`src/rtl/fetch_buffer.sv`:
```
// Instruction fetch front end: issues in-order fetches under a credit limit and
// buffers returned instructions for decode, squashing stale responses on redirect.
module fetch_buffer #(
  parameter int              XLEN     = 32,
  parameter int              DEPTH    = 4,
  parameter logic [XLEN-1:0] RESET_PC = {XLEN{1'b0}}
) (
  input  logic            clk,
  input  logic            rst,
  output logic            imem_req,
  output logic [XLEN-1:0] imem_addr,
  input  logic            imem_gnt,
  input  logic            imem_rvalid,
  input  logic [XLEN-1:0] imem_rdata,
  input  logic            pcsrc,
  input  logic [XLEN-1:0] pcbranch,
  input  logic            stallD,
  output logic            validD,
  output logic [XLEN-1:0] instrD,
  output logic [XLEN-1:0] pcD
);

  localparam int              PW   = $clog2(DEPTH);
  localparam int              CW   = PW + 1;
  localparam logic [CW-1:0]   FULL = CW'(DEPTH);

  logic [XLEN-1:0] fetch_pc, resp_pc;
  logic [CW-1:0]   count, outstanding, drop;
  logic [PW-1:0]   rd_ptr, wr_ptr;
  logic [XLEN-1:0] pc_mem    [DEPTH];
  logic [XLEN-1:0] instr_mem [DEPTH];

  logic [CW:0] inflight;
  logic        accept, resp_drop, push, pop;

  // Credit covers both buffered and in-flight instructions, so a push can never overflow.
  always_comb begin
    inflight  = {1'b0, count} + {1'b0, outstanding};
    imem_req  = !rst && !pcsrc && (inflight < {1'b0, FULL});
    imem_addr = fetch_pc;
    accept    = imem_req && imem_gnt;
    resp_drop = imem_rvalid && (pcsrc || (drop != '0));
    push      = imem_rvalid && !resp_drop;
    validD    = !rst && (count != '0);
    pop       = validD && !stallD && !pcsrc;
    instrD    = instr_mem[rd_ptr];
    pcD       = pc_mem[rd_ptr];
  end

  always_ff @(posedge clk) begin
    if (rst) begin
      fetch_pc    <= RESET_PC;
      resp_pc     <= RESET_PC;
      count       <= '0;
      outstanding <= '0;
      drop        <= '0;
      rd_ptr      <= '0;
      wr_ptr      <= '0;
    end else begin
      outstanding <= outstanding + CW'(accept) - CW'(imem_rvalid);
      if (pcsrc) begin
        // Everything still in flight now belongs to the abandoned path.
        fetch_pc <= pcbranch;
        resp_pc  <= pcbranch;
        count    <= '0;
        rd_ptr   <= '0;
        wr_ptr   <= '0;
        drop     <= outstanding - CW'(imem_rvalid);
      end else begin
        if (accept)    fetch_pc <= fetch_pc + XLEN'(4);
        if (resp_drop) drop     <= drop - CW'(1);
        if (push) begin
          wr_ptr  <= wr_ptr + PW'(1);
          resp_pc <= resp_pc + XLEN'(4);
        end
        if (pop) rd_ptr <= rd_ptr + PW'(1);
        count <= count + CW'(push) - CW'(pop);
      end
    end
  end

  always_ff @(posedge clk) begin
    if (push) begin
      pc_mem[wr_ptr]    <= resp_pc;
      instr_mem[wr_ptr] <= imem_rdata;
    end
  end

  assert property (@(posedge clk) disable iff (rst) !(push && (count == FULL)));

endmodule

```
`config.mk`:
```
export PLATFORM = sky130hd
export DESIGN_NAME = fetch_buffer
export DESIGN_NICKNAME = d
export VERILOG_FILES = /design/src/rtl/fetch_buffer.sv
export SDC_FILE = /design/constraint.sdc
export NUM_CORES = 1
export LEC_CHECK = 0
export BUFFER_PORTS_ARGS = -buffer_cell sky130_fd_sc_hd__buf_2
export CAP_MARGIN = 30
export CORE_MARGIN = 3
export CORE_UTILIZATION = 52
export DETAILED_ROUTE_END_ITERATION = 6
export PLACE_DENSITY = 0.88
export REMOVE_ABC_BUFFERS = 1
export SKIP_LAST_GASP = 1
export SYNTH_ARGS = -nofsm -noshare
export SYNTH_HDL_FRONTEND = slang
export SYNTH_SLANG_ARGS = --single-unit
```
`constraint.sdc`:
```
create_clock -name clk -period 2.7 [get_ports clk]
set_input_delay 0.405 -clock clk [delete_from_list [all_inputs] [get_ports clk]]
set_output_delay 0.405 -clock clk [all_outputs]
set_load 0.02 [all_outputs]
```
==> results of run 1 <==
[cell type report]
class / count / share of cell area, %
clock buffer: 44 / 5.84
inverter: 20 / 0.466
sequential: 335 / 57.6
antenna: 1 / 0.0155
clock inverter: 20 / 1.20
multi-input combinational: 459 / 24.5
timing repair buffer: 205 / 7.89
tap: 330 / 2.56
[layout by cell type, fill, tap and decap left out, drive strengths merged, types with 17 or more instances in the layout]
cell type    n
xor2        31
buf        205
edfxtp     256
nand2       65
a31oi       17
nand4       20
nand3       24
inv         22
nor2        50
mux4        64
clkbuf      44
a211oi      19
dfxtp       79
a21oi       28
[path summary, 6_finish.rpt]
path,startpoint,to,slack [ns],cells past startpoint
setup reg to reg,count[2],outstanding[1],0.10,10
hold / removal,imem_rdata[14],instr_mem[1][14],0.11,1
hold reg to reg,imem_addr[1],imem_addr[1],0.49,2
setup / recovery,count[2],outstanding[1],0.10,10
[power breakdown]
part / switching [mW] / total (mW) / internal, mW
registers: 0.145 / 5.87 / 5.72
clock network: 1.88 / 4.66 / 2.78
logic: 0.540 / 0.907 / 0.367
[metal layers]
layer | track usage, % | share of wire, %
met1 | 28.4 | 39
met2 | 35.4 | 49
met3 | 4.96 | 8.6
met4 | 7.10 | 3.3
met5 | 0 | 0
[state kept, by name, indices dropped and copies added, names as in the netlist, named ones only]
name	flops
count	3
drop	3
imem_addr	32
instr_mem	128
outstanding	3
pc_mem	128
rd_ptr	2
resp_pc	32
wr_ptr	2
[metrics by stage]
step / setup WS (ns) / cell area (sq um) / cells / power (mW)
final: 0.102 / 16100 / 1414 / 11.4
after floorplan: -1.16 / 13300 / 814 / 6.45
after global routing: -0.00591 / 16100 / 1414 / 11.8
after CTS: 0.0643 / 16100 / 1412 / 11.5
after global placement: 0.137 / 15000 / 1348 / 6.83
after detailed placement: 0.0918 / 15000 / 1348 / 6.86
[repair_timing]
item / in CTS / in global routing
setup buffers: 0 / 1
gates resized for setup: 0 / 3
endpoints found under the setup margin: 0 / 3
[logic make-up after synthesis]
kind of cell | after synthesis | share of synthesized area (%)
AOI/OAI and AO/OA | 104 | 5.01
xor gates and xnor gates | 42 | 2.74
adders and majority gates | 18 | 1.79
buffers and inverters | 60 | 1.72
DFF | 335 | 69.0
muxes | 70 | 11.2
and+or+nand+nor | 225 | 8.48
==> results.md, run 1 <==
* Outcome: finished, final reports clean
* Port buffer count at approximately 170
* Syn Area/Cell at 15.7 sq um
* Avg WL per Cell at between 20 and 25 um
* Tightest Pin Transition at about 0.88 ns
* Ports at between 150 and 200
* GRT overflow at 0
* Final #Nets at approximately 1100
* Tmin final at about 2.6 ns
* Initial Utilization at 53.2%
* Filler cells at approximately 1800
* Root buf cell: clkbuf_16
* H-tree depth at 2
* Top cells by area, synth: edfxtp_1 57%, dfxtp_1 12%, mux4_2 11%
* FP Rows at 58
* Asr flop ratio synth at 0%
* P_leak at between 5 and 6 nW
* Crit path max-delay family: adder cells
* Fin Clk Skew at 0.0175 ns
* CTS Sinks at around 340
* Largest net degree at the start of global routing at 61
* CP Buf/Inv Count at 3
* DR vias at ~8300
* Post-synth top flop: edfxtp_1
* DR iter-0 viols at around 940
* Register Area at 9280 sq um
* Worst-path fanout max at 3
* Post-synth top area cell: edfxtp_1
* P&R area growth vs syn at 20.0%
* Layout cells sized above 1 at a little under a third
* Multi-input gate area at 3950 sq um
* CTS tree: yes
* Core box area at 25300 sq um
* Pwr/cell area at slightly above 700 nW/um^2
* Max Cap Viol at 0
* Period utilization at between 90% and 100%
* First-pass GRT wire length at around 47000 um
* Data required, critical path at 3.06 ns
* CTS Buffer Depth at 3
* Synth warn at 0
* Die span in y at between 150 and 200 um
* RSZ-0062 raised after global routing: yes
* Critical Path Start Type: flip-flop
* Vias in the first global route at 8353
* Setup TNS Final at 0 ns
* Maximum VDD drop at between 0.4 and 0.5 mV
* CP dominant cell by count: ha_1
* Unique masters post-synth at 49
* Post-Syn Instances at 854
* Initial antenna violation count at 2
* Worst skew pair latency at 0.51 ns
* Critical Path Sink Type: flip-flop
* Arr. time, crit path at 2.95 ns
* Most frequent cells after synthesis: 256 x edfxtp_1, 79 x dfxtp_1, 65 x nand2_1
* Slowest stage delay, CP at 0.51 ns
* FMAX at just under 400 MHz
* Number of synthesized flops with an enable pin at ~260
* Initial DRT Pass Iterations at 7
* Crit Path Class: flip-flop to flip-flop
* GRT Overall Usage at a little over a fifth
* Slowest-stage cell, CP: fa_2
* WHS at roughly 0.11 ns
* Sequential share of the synthesized area at just under 70%
* Max Slew Vio Count at 0
* Chip width at approximately 170 um
* Number of vias per cell at 5.89
* CTS Hold Bufs at 0
* GPL Wtd Cong at 0.882
* Cell Chain, Critical Path: ha_1, or3_4, nor4b_4, inv_2, ha_1, inv_1, ha_1, inv_1, fa_2, nor2_1
* Worst rel slew slack at between 40% and 50%
* DP HPWL at around 20000 um
* Post-route ant nets at 0
* Final setup fails at 0
* Final Hold Viols at 0
* Most frequent cell after synthesis: edfxtp_1
* Synthesis-stage register bit count at about 340
* Worst hold path type: input port to flip-flop
* Die area at roughly 28000 sq um
* Clock transition at path regs at 0.06 ns
* Netlist Area Pre-Place at ~13000 sq um
* Core Util, Final at between 60% and 70%
* Share of the synthesized area in the top cell type at 57.2%
* Final WL at about 30000 um
* CTS buffer count at 35
* Drt drc at 0
Power figures use the tool's default switching activity.
==> run 2: changes to the inputs <==
Settings changed: BUFFER_PORTS_ARGS -buffer_cell sky130_fd_sc_hd__buf_2 to -buffer_cell sky130_fd_sc_hd__buf_4.
==> results.md, run 2 (synthesis gave the netlist of run 1 again) <==
* Outcome: finished, final reports clean (unchanged)
* Cell Chain, Critical Path: ha_4, or3_4, nor4b_4, inv_2, ha_1, inv_1, ha_1, inv_1, fa_2, nor2_1 (was ha_1, or3_4, nor4b_4, inv_2, ha_1, inv_1, ha_1, inv_1, fa_2, nor2_1)
* Core Util, Final at 65.4% (was 63.8%)
* Critical Path Start Type: flip-flop (unchanged)
* Largest net degree at the start of global routing at 61 (unchanged)
* Worst skew pair latency at 0.51 ns (about the same)
* Post-route ant nets at 0 (unchanged)
* Initial antenna violation count at 0 (was 2)
* GRT overflow at 0 (unchanged)
* Slowest stage delay, CP at 0.51 ns (about the same)
* CTS Buffer Depth at 3 (unchanged)
* Final WL at 30300 um (was 30000 um)
* Filler cells at 1764 (was 1776)
* Number of vias per cell at 5.91 (was 5.89)
* Maximum VDD drop at 0.545 mV (was 0.438 mV)
* Worst hold path type: input port to flip-flop (unchanged)
* Total Power at 11.6 mW (was 11.4 mW)
* Die area at 27800 sq um (unchanged)
* Port buffer count at 167 (unchanged)
* Drt drc at 0 (unchanged)
* Clock transition at path regs at 0.06 ns (about the same)
* P_leak at 5.73 nW (was 5.64 nW)
* Dpl ws at 0.102 ns (was 0.0918 ns)
* Die span in y at 167 um (unchanged)
* Commonest non-fill, non-tap cell in the layout: edfxtp_1 (unchanged)
* Vias in the first global route at 8493 (was 8353)
* CTS tree: yes (unchanged)
* GRT Overall Usage at 21.9% (was 21.4%)
* DP HPWL at 20000 um (about the same)
* Critical Path Sink Type: flip-flop (unchanged)
* CTS Sinks at 335 (unchanged)
* Layout cells sized above 1 at 31.4% (was 31.3%)
* First-pass GRT wire length at 48100 um (was 46900 um)
* Tightest Pin Transition at 0.961 ns (was 0.878 ns)
* Tmin final at 2.58 ns (was 2.60 ns)
* FP Rows at 58 (unchanged)
* Final setup fails at 0 (unchanged)
* Commonest cells after routing, fill and taps aside: 256 x edfxtp_1, 187 x buf_4, 76 x dfxtp_1 (was 256 x edfxtp_1, 167 x buf_2, 76 x dfxtp_1)
* Core box area at 25300 sq um (unchanged)
* Arr. time, crit path at 2.95 ns (about the same)
* Chip width at 167 um (unchanged)
* Setup TNS Final at 0 ns (unchanged)
* Initial Utilization at 53.2% (unchanged)
* P&R area growth vs syn at 23.0% (was 20.0%)
* GPL Wtd Cong at 0.914 (was 0.882)
* Avg WL per Cell at 21.5 um (was 21.2 um)
* Crit path max-delay family: adder cells (unchanged)
* WHS at 0.0903 ns (was 0.112 ns)
* Data required, critical path at 3.07 ns (was 3.06 ns)
* Initial DRT Pass Iterations at 6 (was 7)
* Slowest-stage cell, CP: fa_2 (unchanged)
* Crit Path Class: flip-flop to flip-flop (unchanged)
* Max Slew Vio Count at 0 (unchanged)
* Post-route worst setup slack at 0.116 ns (was 0.102 ns)
* RSZ-0062 raised after global routing: no (was yes)
* DR iter-0 viols at 1044 (was 938)
* Fin Clk Skew at 0.0121 ns (was 0.0175 ns)
* Max Cap Viol at 0 (unchanged)
* CTS buffer count at 35 (unchanged)
* Pwr/cell area at 704 nW/um^2 (was 709 nW/um^2)
* H-tree depth at 2 (unchanged)
* Root buf cell: clkbuf_16 (unchanged)
* Ant diodes at 0 (was 1)
* Top flop regs: instr_mem x128, pc_mem x128 (unchanged)
* DR vias at 8303 (was 8330)
* Final #Nets at 1137 (was 1144)
* FMAX at 387 MHz (was 385 MHz)
* Worst rel slew slack at 35.7% (was 41.2%)
* Final Hold Viols at 0 (unchanged)
* Period utilization at 95.7% (was 96.2%)
* Worst-path fanout max at 2 (was 3)
* CP Buf/Inv Count at 3 (unchanged)
* Ports at 168 (unchanged)
[run 2: cell types whose count changed in the layout (fill, tap and decap cells not counted), sizes merged]
cell	previous run	this run
buf	205	198
clkbuf	44	43
clkinvlp	0	1
diode	1	0
[run 2: worst register-to-register path, stage by stage, from the launching register on]
cell,delay [ns]
dfxtp_1,0.38
ha_4,0.22
or3_4,0.40
nor4b_4,0.30
inv_2,0.07
ha_1,0.28
inv_1,0.06
ha_1,0.13
inv_1,0.05
fa_2,0.51
nor2_1,0.04
[run 2: layout make-up]
class	count	area (sq um)	share of cell area, %
Clock buffer	43	957	5.79
Multi-Input combinational cell	459	3960	24.0
Inverter	20	75.1	0.454
Sequential cell	335	9280	56.2
Timing Repair Buffer	198	1620	9.83
Clock inverter	21	211	1.28
Tap cell	330	413	2.50
[run 2: timing repair]
action / in CTS / in global routing
hold buffers: 0 / 0
setup buffers: 0 / 0
resized for setup: 0 / 5
endpoints found under the setup margin: 0 / 3
[run 2: path summary, 6_finish.rpt]
| check | from | end | cells past startpoint | slack (ns) |
|---|---|---|---|---|
| setup / recovery | outstanding[2] | outstanding[1] | 10 | 0.12 |
| hold / removal | imem_rdata[22] | instr_mem[3][22] | 1 | 0.09 |
| setup reg to reg | outstanding[2] | outstanding[1] | 10 | 0.12 |
| hold reg to reg | imem_addr[1] | imem_addr[1] | 2 | 0.48 |
[run 2: layer usage]
layer  track usage [%]  vias up  routed length, um
met3              4.06       55               2210
met5                 0        -                  0
met2              36.8      377              15200
li1                  -     3731                  -
met1              29.8     4140              12200
met4              5.88        0                616
[run 2: report_power, final]
part / switching [mW] / internal, mW / total (mW)
Combinational: 0.538 / 0.440 / 0.978
Sequential: 0.161 / 5.72 / 5.88
Clock: 1.92 / 2.84 / 4.76
[run 2: through the flow]
| step | instance area [sq um] | cells |
|---|---|---|
| CTS | 16500 | 1406 |
| global placement | 15300 | 1342 |
| global route | 16500 | 1406 |
| detailed placement | 15300 | 1342 |
| floorplan | 13300 | 814 |
| finish | 16500 | 1406 |
==> run 3: changes to the inputs <==
Settings changed: CELL_PAD_IN_SITES_DETAIL_PLACEMENT set to 0, CELL_PAD_IN_SITES_GLOBAL_PLACEMENT set to 1, CORE_UTILIZATION 52 to 44.
==> results.md, run 3 (synthesis gave the netlist of run 1 again) <==
* Outcome: finished, final reports clean (unchanged)
* Commonest non-fill, non-tap cell in the layout: edfxtp_1 (unchanged)
* Reg-to-Reg End: outstanding[1] (unchanged)
* Worst rel slew slack at 54.0% (was 35.7%)
* H-tree depth at 2 (unchanged)
* Data required, critical path at 3.06 ns (was 3.07 ns)
* Switching pwr at 2.54 mW (was 2.62 mW)
* Critical Path Start Type: flip-flop (unchanged)
* FP Rows at 63 (was 58)
* Pwr/cell area at 702 nW/um^2 (was 704 nW/um^2)
* Fin Clk Skew at 0.00936 ns (was 0.0121 ns)
* CTS Sinks at 335 (unchanged)
* Sequential share of power at 50.3% (was 50.6%)
* Number of vias per cell at 5.51 (was 5.91)
* WHS at 0.0986 ns (was 0.0903 ns)
* Worst hold path type: input port to flip-flop (unchanged)
* Post-route worst setup slack at 0.101 ns (was 0.116 ns)
* CTS Hold Bufs at 0 (unchanged)
* GRT overflow at 0 (unchanged)
* Setup crit end: outstanding[1] (unchanged)
* Post-route ant nets at 0 (unchanged)
* CP dominant cell by count: ha_1
* Cell Chain, Critical Path: ha_1, or3_4, nor4b_4, inv_2, ha_1, inv_1, ha_1, inv_1, fa_2, nor2_1 (was ha_4, or3_4, nor4b_4, inv_2, ha_1, inv_1, ha_1, inv_1, fa_2, nor2_1)
* DR iter-0 viols at 690 (was 1044)
* Tmin final at 2.60 ns (was 2.58 ns)
* Top flop regs: instr_mem x128, pc_mem x128 (unchanged)
* CTS buffer count at 35 (unchanged)
* Worst skew pair latency at 0.50 ns (was 0.51 ns)
* Worst r2r src: count[2] (was outstanding[2])
* Final #Nets at 1146 (was 1137)
* Initial antenna violation count at 0 (unchanged)
* Initial DRT Pass Iterations at 5 (was 6)
* Switch share at 21.8% (was 22.5%)
* Clock transition at path regs at 0.06 ns (about the same)
* Initial Utilization at 44.9% (was 53.2%)
* Layout Cells excl Fill at 1472 (was 1406)
* Period utilization at 96.3% (was 95.7%)
* Die area at 32700 sq um (was 27800 sq um)
* Filler cells at 2343 (was 1764)
* Final WL at 30400 um (was 30300 um)
* Critical Path Sink Type: flip-flop (unchanged)
* CP Depth at 10 (unchanged)
* First-pass GRT wire length at 47900 um (was 48100 um)
* GRT Overall Usage at 18.6% (was 21.9%)
* Max Cap Viol at 0 (unchanged)
* CTS tree: yes (unchanged)
* Crit path from: count[2] (was outstanding[2])
* Clk pwr share at 41.3% (was 41.0%)
* Worst-path fanout max at 3 (was 2)
* Total Power at 11.7 mW (was 11.6 mW)
* P&R area growth vs syn at 23.9% (was 23.0%)
* FMAX at 385 MHz (was 387 MHz)
* Slowest-stage cell, CP: fa_2 (unchanged)
* DP HPWL at 20400 um (was 20000 um)
* CP Buf/Inv Count at 3 (unchanged)
* Slowest stage delay, CP at 0.51 ns (about the same)
* Chip width at 181 um (was 167 um)
* Ant diodes at 0 (unchanged)
* Maximum VDD drop at 0.499 mV (was 0.545 mV)
* Ports at 168 (unchanged)
* Post-Place Cells at 1409 (was 1342)
* Port buffer count at 167 (unchanged)
* Vias in the first global route at 8304 (was 8493)
* Max Slew Vio Count at 0 (unchanged)
* GPL Wtd Cong at 0.837 (was 0.914)
* Tightest Pin Transition at 0.690 ns (was 0.961 ns)
* Commonest cells after routing, fill and taps aside: 256 x edfxtp_1, 196 x buf_4, 76 x dfxtp_1 (was 256 x edfxtp_1, 187 x buf_4, 76 x dfxtp_1)
* R2R depth at 10 (unchanged)
* Dpl ws at 0.130 ns (was 0.102 ns)
* Worst R2R Setup Slack at 0.10 ns (was 0.12 ns)
* Avg WL per Cell at 20.7 um (was 21.5 um)
* Die span in y at 181 um (was 167 um)
* Largest net degree at the start of global routing at 61 (unchanged)
* Final setup fails at 0 (unchanged)
* Drt drc at 0 (unchanged)
* Core box area at 29900 sq um (was 25300 sq um)
* Setup TNS Final at 0 ns (unchanged)
* Crit Path Class: flip-flop to flip-flop (unchanged)
* Comb pwr share at 8.4% (about the same)
* Layout cells sized above 1 at 31.6% (was 31.4%)
* Crit path max-delay family: adder cells (unchanged)
* P_leak at 5.77 nW (was 5.73 nW)
* Arr. time, crit path at 2.96 ns (was 2.95 ns)
* Internal at 9.13 mW (was 9.00 mW)
* Root buf cell: clkbuf_16 (unchanged)
* Final Hold Viols at 0 (unchanged)
* CTS Buffer Depth at 3 (unchanged)
* DR vias at 8115 (was 8303)
run 3: how the worst min path moves through the flow:
stage	from	end	slack [ns]	depth (start not counted)
3_5_place_dp	imem_addr[1]	imem_addr[1]	0.47	2
5_1_grt	imem_rdata[16]	instr_mem[3][16]	0.09	1
4_1_cts	imem_rdata[16]	instr_mem[3][16]	0.08	1
6_report	imem_rdata[26]	instr_mem[2][26]	0.1	1
3_3_place_gp	imem_addr[1]	imem_addr[1]	0.46	2
2_1_floorplan	resp_pc[0]	resp_pc[0]	0.46	2
run 3: what timing repair did:
item	4_1_cts	5_1_grt
setup endpoints to repair	0	2
setup buffers	0	1
gates resized for setup	0	4
run 3: area by class of cell:
class	count	area [sq um]	area share, %
clock buffer	43	906	5.45
multi-input combinational	459	3950	23.8
tap	390	488	2.93
sequential	335	9280	55.8
clock inverter	18	241	1.45
inverter	20	75.1	0.451
timing repair buffer	207	1690	10.2
run 3: power groups by stage:
stage / sequential (mW) / combinational (mW) / clock, mW
floorplan: 5.98 / 0.468 / 0
global placement: 5.96 / 0.964 / 0
global route: 5.89 / 1.07 / 5.14
detailed placement: 5.97 / 0.976 / 0
CTS: 5.86 / 0.981 / 4.92
finish: 5.87 / 0.985 / 4.82
run 3: per-stage QoR:
step | utilization, % | area, sq um
2_1_floorplan | - | 13300
3_3_place_gp | 51.7 | 15500
3_5_place_dp | 51.7 | 15500
4_1_cts | 55.6 | 16600
5_1_grt | 55.7 | 16600
6_report | 55.7 | 16600
run 3: per-layer routing:
layer / GRT usage, % / routed length [um] / vias up
met5: 0 / 0 / -
li1: - / - / 3734
met3: 3.83 / 1930 / 35
met2: 31.4 / 14900 / 258
met4: 4.45 / 554 / 0
met1: 25.1 / 13000 / 4088
